[config.mk]
export PLATFORM = sky130hd
export DESIGN_NAME = cacheline_adaptor_flat
export DESIGN_NICKNAME = d
export VERILOG_FILES = /design/src/rtl/cacheline_adaptor_pkg.sv /design/src/rtl/cacheline_adaptor_if.sv /design/src/rtl/cacheline_adaptor.sv /design/src/flat_wrapper.sv
export SDC_FILE = /design/constraint.sdc
export NUM_CORES = 2
export LEC_CHECK = 0
export ABC_AREA = 1
export CORE_AREA = 5 5 276 278
export DETAILED_ROUTE_END_ITERATION = 8
export DIE_AREA = 0 0 281 283
export DONT_BUFFER_PORTS = 1
export HOLD_SLACK_MARGIN = 0.05
export PLACE_DENSITY = 0.66
export SLEW_MARGIN = 20
export SYNTH_ARGS = -nofsm -noshare
export SYNTH_HDL_FRONTEND = slang
export SYNTH_SLANG_ARGS = --single-unit
export TNS_END_PERCENT = 20
[constraint.sdc]
create_clock -name clk -period 2.35 [get_ports clk]
set_input_delay 0.5875 -clock clk [delete_from_list [all_inputs] [get_ports clk]]
set_output_delay 0.5875 -clock clk [all_outputs]
set_load 0.02 [all_outputs]
[src/rtl/cacheline_adaptor_pkg.sv]
// ----------------------------------------------------------------------------
// cacheline_adaptor_pkg
// Shared cache-side definitions for the line <-> burst adaptor.
//   - Default geometry: LINE_W (cache line bits), BURST_W (memory beat bits),
//     ADDR_W (byte address bits).
//   - Derived constants: BEATS (beats per line), OFFS (line offset bits).
//   - mem_state_t: adaptor FSM states.
//   - cnt_width(): width of a counter that indexes every beat of a line.
// No ports (package).
// ----------------------------------------------------------------------------
package cacheline_adaptor_pkg;

  localparam int LINE_W  = 256;
  localparam int BURST_W = 64;
  localparam int ADDR_W  = 32;

  // Beats per cache line and number of byte-offset bits inside one line.
  localparam int BEATS = LINE_W / BURST_W;
  localparam int OFFS  = $clog2(LINE_W / 8);

  typedef enum logic [1:0] {
    IDLE  = 2'd0,
    READ  = 2'd1,
    WRITE = 2'd2,
    DONE  = 2'd3
  } mem_state_t;

  // A single-beat line still needs a 1-bit counter so the vectors stay legal.
  function automatic int cnt_width(input int beats);
    return (beats > 1) ? $clog2(beats) : 1;
  endfunction

endpackage : cacheline_adaptor_pkg

[src/rtl/cacheline_adaptor_if.sv]
// ----------------------------------------------------------------------------
// cacheline_adaptor_if
// Bundles the cache-side and memory-side signals of the line adaptor.
//   Cache side : read_i, write_i, address_i, line_i  -> adaptor
//                line_o, resp_o                      <- adaptor
//   Memory side: burst_i, resp_i                     -> adaptor
//                address_o, read_o, write_o, burst_o <- adaptor
// Modports:
//   slave  - the adaptor's view.
//   master - the environment's view (cache controller plus memory model).
// ----------------------------------------------------------------------------
interface cacheline_adaptor_if #(
  parameter int LINE_W  = cacheline_adaptor_pkg::LINE_W,
  parameter int BURST_W = cacheline_adaptor_pkg::BURST_W,
  parameter int ADDR_W  = cacheline_adaptor_pkg::ADDR_W
);

  // Cache side
  logic                read_i;
  logic                write_i;
  logic [ADDR_W-1:0]   address_i;
  logic [LINE_W-1:0]   line_i;
  logic [LINE_W-1:0]   line_o;
  logic                resp_o;

  // Memory side
  logic [ADDR_W-1:0]   address_o;
  logic                read_o;
  logic                write_o;
  logic [BURST_W-1:0]  burst_o;
  logic [BURST_W-1:0]  burst_i;
  logic                resp_i;

  modport slave (
    input  read_i, write_i, address_i, line_i, burst_i, resp_i,
    output line_o, resp_o, address_o, read_o, write_o, burst_o
  );

  modport master (
    output read_i, write_i, address_i, line_i, burst_i, resp_i,
    input  line_o, resp_o, address_o, read_o, write_o, burst_o
  );

endinterface : cacheline_adaptor_if

[src/rtl/cacheline_adaptor.sv]
// ----------------------------------------------------------------------------
// cacheline_adaptor
// Moves one whole cache line between the cache data array and memory as a
// sequence of BEATS narrow bursts. One transaction outstanding at a time; the
// cache holds its request until resp_o pulses for one cycle.
//
// Ports:
//   clk          clock, all state changes on posedge
//   rst          synchronous active-high reset (aborts any transaction)
//   bus (slave)  cache side : read_i, write_i, address_i, line_i,
//                             line_o (filled line), resp_o (done pulse)
//                memory side: address_o (line aligned), read_o, write_o,
//                             burst_o (write beat), burst_i (read beat),
//                             resp_i (one beat per high cycle)
//
// Beat 0 always carries the least-significant BURST_W bits of the line.
// ----------------------------------------------------------------------------
module cacheline_adaptor #(
  parameter int LINE_W  = cacheline_adaptor_pkg::LINE_W,
  parameter int BURST_W = cacheline_adaptor_pkg::BURST_W,
  parameter int ADDR_W  = cacheline_adaptor_pkg::ADDR_W
) (
  input  logic                 clk,
  input  logic                 rst,
  cacheline_adaptor_if.slave   bus
);

  import cacheline_adaptor_pkg::*;

  localparam int LINE_BEATS = LINE_W / BURST_W;
  localparam int OFFS_BITS  = $clog2(LINE_W / 8);
  localparam int CNT_W      = cnt_width(LINE_BEATS);

  localparam logic [CNT_W-1:0] LAST_BEAT = CNT_W'(LINE_BEATS - 1);

  // --------------------------------------------------------------------------
  // State
  // --------------------------------------------------------------------------
  mem_state_t          r_state;
  mem_state_t          w_state_next;

  logic [CNT_W-1:0]    r_cnt;       // index of the beat currently on the bus
  logic [ADDR_W-1:0]   r_addr;      // latched, line-aligned address
  logic [LINE_W-1:0]   r_wline;     // line captured for write-back
  logic [LINE_W-1:0]   r_rbuf;      // fill line under assembly
  logic [LINE_W-1:0]   r_line;      // last completed fill, visible on line_o

  // --------------------------------------------------------------------------
  // Combinational helpers
  // --------------------------------------------------------------------------
  logic                w_beat;      // memory accepted/delivered a beat
  logic                w_last;      // current beat is the final one
  logic [ADDR_W-1:0]   w_addr_aligned;
  logic [BURST_W-1:0]  w_wslice [LINE_BEATS];
  logic [LINE_W-1:0]   w_fill_line; // r_rbuf with the current beat merged in

  logic                w_read_o;
  logic                w_write_o;
  logic                w_resp_o;
  logic [BURST_W-1:0]  w_burst_o;

  assign w_beat = bus.resp_i;
  assign w_last = (r_cnt == LAST_BEAT);

  // Offset bits of the cache address carry no meaning for a whole-line access.
  assign w_addr_aligned = {bus.address_i[ADDR_W-1:OFFS_BITS], {OFFS_BITS{1'b0}}};

  logic w_unused_offs;
  assign w_unused_offs = ^bus.address_i[OFFS_BITS-1:0];

  // Split the write line into beats, and build the next fill line so that the
  // final beat can go straight into r_line without waiting a cycle.
  generate
    for (genvar gi = 0; gi < LINE_BEATS; gi++) begin : g_beat
      assign w_wslice[gi] = r_wline[gi*BURST_W +: BURST_W];

      assign w_fill_line[gi*BURST_W +: BURST_W] =
        (r_cnt == CNT_W'(gi)) ? bus.burst_i : r_rbuf[gi*BURST_W +: BURST_W];
    end
  endgenerate

  // --------------------------------------------------------------------------
  // FSM: state register
  // --------------------------------------------------------------------------
  always_ff @(posedge clk) begin
    if (rst) begin
      r_state <= IDLE;
    end else begin
      r_state <= w_state_next;
    end
  end

  // --------------------------------------------------------------------------
  // FSM: next state and state-decoded outputs
  // --------------------------------------------------------------------------
  always_comb begin
    w_state_next = r_state;
    w_read_o     = 1'b0;
    w_write_o    = 1'b0;
    w_resp_o     = 1'b0;
    w_burst_o    = '0;

    unique case (r_state)
      IDLE: begin
        // Write-back is taken first so a dirty victim leaves before the fill.
        if (bus.write_i) begin
          w_state_next = WRITE;
        end else if (bus.read_i) begin
          w_state_next = READ;
        end
      end

      READ: begin
        w_read_o = 1'b1;
        if (w_beat && w_last) begin
          w_state_next = DONE;
        end
      end

      WRITE: begin
        w_write_o = 1'b1;
        w_burst_o = w_wslice[r_cnt];
        if (w_beat && w_last) begin
          w_state_next = DONE;
        end
      end

      DONE: begin
        // The cache drops its request on this same edge, so IDLE will not
        // see a stale request.
        w_resp_o     = 1'b1;
        w_state_next = IDLE;
      end

      default: begin
        w_state_next = IDLE;
      end
    endcase
  end

  // --------------------------------------------------------------------------
  // Datapath: address/line latches, beat counter, fill assembly
  // --------------------------------------------------------------------------
  always_ff @(posedge clk) begin
    if (rst) begin
      r_cnt   <= '0;
      r_addr  <= '0;
      r_wline <= '0;
      r_rbuf  <= '0;
      r_line  <= '0;
    end else begin
      unique case (r_state)
        IDLE: begin
          r_cnt <= '0;
          if (bus.write_i) begin
            r_addr  <= w_addr_aligned;
            r_wline <= bus.line_i;
          end else if (bus.read_i) begin
            r_addr  <= w_addr_aligned;
          end
        end

        READ: begin
          if (w_beat) begin
            r_rbuf <= w_fill_line;
            if (w_last) begin
              // line_o changes only once the whole line has arrived.
              r_line <= w_fill_line;
              r_cnt  <= '0;
            end else begin
              r_cnt <= r_cnt + 1'b1;
            end
          end
        end

        WRITE: begin
          if (w_beat) begin
            if (w_last) begin
              r_cnt <= '0;
            end else begin
              r_cnt <= r_cnt + 1'b1;
            end
          end
        end

        DONE: begin
          r_cnt <= '0;
        end

        default: begin
          r_cnt <= '0;
        end
      endcase
    end
  end

  // --------------------------------------------------------------------------
  // Output mapping
  // --------------------------------------------------------------------------
  assign bus.read_o    = w_read_o;
  assign bus.write_o   = w_write_o;
  assign bus.resp_o    = w_resp_o;
  assign bus.burst_o   = w_burst_o;
  assign bus.address_o = r_addr;
  assign bus.line_o    = r_line;

endmodule : cacheline_adaptor

[src/flat_wrapper.sv]
// flat-port wrapper written by rule: the top's interface ports become plain ports
module cacheline_adaptor_flat import cacheline_adaptor_pkg::*;
#(
  parameter int LINE_W  = cacheline_adaptor_pkg::LINE_W,
  parameter int BURST_W = cacheline_adaptor_pkg::BURST_W,
  parameter int ADDR_W  = cacheline_adaptor_pkg::ADDR_W
)
  (clk, rst, bus_read_i, bus_write_i, bus_address_i, bus_line_i, bus_burst_i, bus_resp_i, bus_line_o, bus_resp_o, bus_address_o, bus_read_o, bus_write_o, bus_burst_o);
  cacheline_adaptor_if #(.LINE_W(LINE_W), .BURST_W(BURST_W), .ADDR_W(ADDR_W)) bus_i ();
  input  logic clk;
  input  logic rst;
  input wire logic [$bits(bus_i.read_i)-1:0] bus_read_i;
  input wire logic [$bits(bus_i.write_i)-1:0] bus_write_i;
  input wire logic [$bits(bus_i.address_i)-1:0] bus_address_i;
  input wire logic [$bits(bus_i.line_i)-1:0] bus_line_i;
  input wire logic [$bits(bus_i.burst_i)-1:0] bus_burst_i;
  input wire logic [$bits(bus_i.resp_i)-1:0] bus_resp_i;
  output wire logic [$bits(bus_i.line_o)-1:0] bus_line_o;
  output wire logic [$bits(bus_i.resp_o)-1:0] bus_resp_o;
  output wire logic [$bits(bus_i.address_o)-1:0] bus_address_o;
  output wire logic [$bits(bus_i.read_o)-1:0] bus_read_o;
  output wire logic [$bits(bus_i.write_o)-1:0] bus_write_o;
  output wire logic [$bits(bus_i.burst_o)-1:0] bus_burst_o;
  assign bus_i.read_i = bus_read_i;
  assign bus_i.write_i = bus_write_i;
  assign bus_i.address_i = bus_address_i;
  assign bus_i.line_i = bus_line_i;
  assign bus_i.burst_i = bus_burst_i;
  assign bus_i.resp_i = bus_resp_i;
  assign bus_line_o = bus_i.line_o;
  assign bus_resp_o = bus_i.resp_o;
  assign bus_address_o = bus_i.address_o;
  assign bus_read_o = bus_i.read_o;
  assign bus_write_o = bus_i.write_o;
  assign bus_burst_o = bus_i.burst_o;
  cacheline_adaptor #(.LINE_W(LINE_W), .BURST_W(BURST_W), .ADDR_W(ADDR_W)) u_core (.clk(clk), .rst(rst), .bus(bus_i));
endmodule
== Word level (Yosys, flattened, before mapping) ==
Index checks and enable logic that the tools add are counted.

* Output and inout bits: 355
* Input port bits: 357
* Logic and storage cells: 49
* Flip-flop bits (word level): 804

* Equality and inequality tests: 9
* Order comparisons: 1
* $add $sub $neg: 1
* Multiplexer cells: 20
* Reductions and logical operators: 11
* Bitwise operators: 1

{| class="wikitable"
|+ Operators with widths
! operator !! number
|-
| two-way mux 64 bit || 7
|-
| binary-select mux 64 bit (select 2 bit) || 1
|-
| two-way mux 32 bit || 2
|-
| two-way mux 2 bit || 5
|-
| equality test 2 bit (second input constant) || 4
|-
| AND reduction 2 bit || 4
|-
| case mux 2 bit (3 select lines) || 1
|-
| equality test 2 x 1 -> 1 bit (second input constant) || 2
|-
| zero test 2 bit || 2
|-
| != test 2 x 1 -> 1 bit (second input constant) || 2
|-
| case mux 2 bit (2 select lines) || 1
|-
| OR reduction 2 bit || 2
|-
| >= comparator 3 bit (second input constant) || 1
|-
| two-way mux 1 bit || 3
|-
| != test 3 bit (second input constant) || 1
|-
| inverter 2 -> 3 bit || 1
|-
| AND reduction 3 bit || 1
|-
| adder 2 x 1 -> 2 bit (second input constant) || 1
|-
| nonzero test 2 bit || 1
|-
| logical AND 1 bit || 1
|}

== Longest topological paths before layout ==
* Word-level depth: 5
* Gate-level depth with buffers: 12
* Mapped depth without buffers: 7

== Worst setup path before layout ==
Ideal clock, no wire load.

* Path type: register -> output
* Start: register u_core.r_state[0]
* End: output bus_burst_o[10]
* Slack: 0.377 ns
* Data required time: 1.762 ns
* Arrival time: 1.386 ns
* Buffers on the path: 1
* Cell stages (with the launch flop): 6
* Cell sequence: dfxtp_1 > inv_1 > ha_1 > inv_2 > clkbuf_1 > a21oi_1

* Word-level cells in the longest chain between the ends: 2

{| class="wikitable"
|+ Ends and longest elaborated chain
! element !! line !! text
|-
| from (decl) || cacheline_adaptor.sv:39 || <nowiki>mem_state_t r_state;</nowiki>
|-
| from (signal assigned) || cacheline_adaptor.sv:89 || <nowiki>r_state <= w_state_next;</nowiki>
|-
| equality test 2 bit || cacheline_adaptor.sv:103 || <nowiki>unique case (r_state)</nowiki>
|-
| two-way mux 64 bit || cacheline_adaptor.sv:103 ||
|-
| to (decl) || flat_wrapper.sv:23 || <nowiki>output wire logic [$bits(bus_i.burst_o)-1:0] bus_burst_o;</nowiki>
|}

No other way between the ends.

== Worst setup path after layout ==
* Start: register u_core.r_cnt[0]
* End: output bus_burst_o[40]

* Word-level cells in the longest chain between the ends: 5

{| class="wikitable"
|+ Ends and longest elaborated chain
! element !! line !! text
|-
| from (decl) || cacheline_adaptor.sv:42 || <nowiki>logic [CNT_W-1:0] r_cnt;</nowiki>
|-
| from (signal assigned) || cacheline_adaptor.sv:171 || <nowiki>r_cnt <= r_cnt + 1'b1;</nowiki>
|-
| from (signal assigned) || cacheline_adaptor.sv:181 || <nowiki>r_cnt <= r_cnt + 1'b1;</nowiki>
|-
| inverter 2 -> 3 bit (implied by the code) || cacheline_adaptor.sv:122 || <nowiki>w_burst_o = w_wslice[r_cnt];</nowiki>
|-
| binary-select mux 64 bit (select 2 bit) || cacheline_adaptor.sv:122 ||
|-
| two-way mux 64 bit (implied by the code) (2 in series) || cacheline_adaptor.sv:122 ||
|-
| two-way mux 64 bit || cacheline_adaptor.sv:103 ||
|}

No other way between the ends. The select of a mux whose other input is x is not followed.

==> results.json <==
{
  "path_class": "register to output pin",
  "cts_buffers": 87,
  "crit_path_end_kind": "output pin",
  "start_kind": "register",
  "period_share_pct": 111,
  "p_comb_share_pct": 26.0,
  "syn-cell-area_um2": 33500,
  "nets": 5232,
  "core_um2": 73700,
  "cts_buffer_depth": 3,
  "antenna_found_initial": 31,
  "first_global_vias": 28000,
  "drive_gt1_share_pct": 8.68,
  "port_buffers": 0,
  "r2r-start": "u_core.r_state[1]",
  "overflow": 0,
  "synth_cell_types": 18,
  "clk_latency_ns": 0.63,
  "endpoint": "bus_burst_o[40]",
  "io_pins": 712,
  "rsz0062_at_grt": "yes",
  "hold_violations": 0,
  "drt_iter0_drc": 2423,
  "avgRoutedWirePerCell_um": 17.5,
  "synth.area.top_cells": "dfxtp_1 (48%), nand2_1 (18%), a21oi_1 (9.9%), o21ai_0 (7.8%), nor2_1 (7.5%)",
  "setup_tns_ns": -10.65,
  "fmax_mhz": 382,
  "grt_usage_pct": 24.5,
  "power_mw": 41.5,
  "reg2reg_to": "u_core.r_rbuf[226]",
  "yosys.area.top_type": "dfxtp_1",
  "clock-root-buffer": "clkbuf_16",
  "die_h_um": 283,
  "grt_pass1_wl_um": 159000,
  "n_fill_cell": 7118,
  "grt_max_degree": 463,
  "p_leak_nw": 14.0,
  "drc": 0,
  "fin_ws_ns": -0.265,
  "clk_pin_slew_ns": 0.06,
  "critical_path.max_stage_delay_ns": 0.37,
  "vias_per_cell": 5.16,
  "firstDrtPassIters": 6,
  "cap_violations": 0,
  "ys_warn_count": 0,
  "hold_ws_ns": 0.100,
  "avgSynthCellArea_um2": 6.76,
  "crit_required_ns": 1.76,
  "p_int_mw": 27.8,
  "max_slew.worst_pin.slew_ns": 1.83,
  "vdd_drop_max_mv": 0.767,
  "path_max_fanout": 11,
  "dp.final_hpwl_um": 67100,
  "power_frac_clock_pct": 34.2,
  "crit_path_top_delay_cell": "dfxtp_4",
  "violations": "slew limit, setup timing",
  "vias": 30500,
  "finalSetupViolCount": 64,
  "synth_top_area_share_pct": 47.8,
  "crit_chain": "buf_12 -> buf_16 -> buf_12 -> nor2_1 -> nor2_1 -> nand2_2 -> a21oi_4 -> buf_6",
  "totalWireLength_um": 103000,
  "initial_core_util_pct": 45.4,
  "outcome": "finished with violations",
  "final_antenna_net_count": 0,
  "cts_tree": "built",
  "skew_ns": 0.0267,
  "reg2reg_slack_ns": 0.28,
  "fp.dieW_um": 281,
  "cts_max_level": 3,
  "r2r.worst_path.cells": 8,
  "net-switching-power_mw": 13.7,
  "startpoint": "u_core.r_cnt[0]",
  "hold_class": "input pin to register",
  "syn-instance-count": 4949,
  "period_minus_slack_ns": 2.61,
  "placementRows": 100,
  "final_common_cell": "nand2_1",
  "cp.arrival_ns": 2.03,
  "drv_slew": 185,
  "yosysSeqAreaShare_pct": 47.8,
  "place_ws_ns": 0.244,
  "relSlewSlack_pct": -22.1,
  "die_area_um2": 79500,
  "ys_ff_latch": 799,
  "cts_sinks": 799,
  "swShare_pct": 32.9,
  "seq_power_share_pct": 39.8,
  "syn_to_final_growth_pct": 16.3,
  "place.gp.congestion": 0.857,
  "final_cell_mix": "nand2_1 (1567), dfxtp_1 (796), nor2_1 (650), a21oi_1 (612), o21ai_0 (524)",
  "power_density_nw_per_um2": 1070
}
per-layer routing:
metal	share of wire [%]	up-vias	track usage, %	wire length [µm]
met2	46	932	39.3	47700
met3	8.8	249	7.72	9070
met1	41	13900	30.4	41900
li1	-	15400	-	-
met4	4.4	28	10.5	4500
met5	0.16	-	0	167
logic make-up (layout without fill, tap and decap cells):
logic type / Yosys count / after routing / share of synthesized area, %
simple gates: 2250 / 2250 / 25.3
compound gates: 1185 / 1185 / 17.7
flops: 799 / 799 / 47.8
buf+inv: 704 / 682 / 8.79
fa+ha+maj: 10 / 10 / 0.374
other cells: 1 / 25 / 0.0112
synthesized netlist by cell type:
| library cell | instances |
|---|---|
| nand2_1 | 1582 |
| dfxtp_1 | 799 |
| nor2_1 | 665 |
| a21oi_1 | 659 |
| o21ai_0 | 524 |
| inv_1 | 329 |
| clkbuf_1 | 185 |
| buf_2 | 140 |
| buf_4 | 33 |
| buf_1 | 12 |
| ha_1 | 10 |
| inv_2 | 5 |
| conb_1 | 1 |
| nand2_2 | 1 |
| nor2_4 | 1 |
| nor3_1 | 1 |
| o211ai_1 | 1 |
| o21ai_2 | 1 |
final cells by class:
cell class	count	area [µm²]	area share, %
Antenna cell	20	50.0	0.129
Clock inverter	28	428	1.10
Sequential cell	799	16000	41.1
Multi-Input combinational cell	3450	14900	38.4
Clock buffer	127	2580	6.63
Inverter	334	1280	3.29
Tap cell	969	1210	3.12
Timing Repair Buffer	193	2420	6.21
timing repair:
action	CTS	global route
cloned	7	1
gates resized for setup	87	54
setup buffers	12	1
hold buffers	1	0
pin swaps	28	29
endpoints found under the hold margin	6	0
endpoints found under the setup margin	64	64
worst max-delay path, delay by kind of cell, from the launching register on:
kind | cells | cell delay, ns
flops | 1 | 0.37
buf+inv | 4 | 0.57
simple gates | 3 | 0.27
compound gates | 1 | 0.16
how the worst min path moves through the flow:
| stage | cells past startpoint | slack, ns | startpoint | to |
|---|---|---|---|---|
| 2_1_floorplan | 2 | 0.43 | u_core.r_wline[255] | u_core.r_wline[255] |
| 3_3_place_gp | 2 | 0.44 | u_core.r_wline[103] | u_core.r_wline[103] |
| 5_1_grt | 1 | 0.06 | rst | u_core.bus.line_o[157] |
| 3_5_place_dp | 2 | 0.44 | u_core.r_wline[234] | u_core.r_wline[234] |
| 4_1_cts | 1 | 0.05 | rst | u_core.bus.line_o[237] |
| 6_report | 1 | 0.10 | rst | u_core.bus.line_o[157] |
power groups by stage:
stage	clock [mW]	combinational [mW]	sequential, mW
after floorplan	0	6.99	16.5
after global placement	0	9.52	16.7
after detailed placement	0	9.63	16.8
after CTS	14.4	10.6	16.5
after global routing	15.0	12.1	16.7
final	14.2	10.8	16.5
state kept, by name (all words and copies together), names as in the netlist:
name	count
u_core.r_cnt	2
u_core.bus.address_o	27
u_core.r_wline	256
u_core.bus.line_o	256
u_core.r_rbuf	256
u_core.r_state	2
through the flow:
step,instances,utilization [%],area (µm²)
6_report,5920,52.8,38900
5_1_grt,5913,52.8,38900
4_1_cts,5899,52.5,38700
3_5_place_dp,5725,47.5,35000
3_3_place_gp,5725,47.5,35000
2_1_floorplan,4953,-,33500
(Power assumes the default switching activity.)
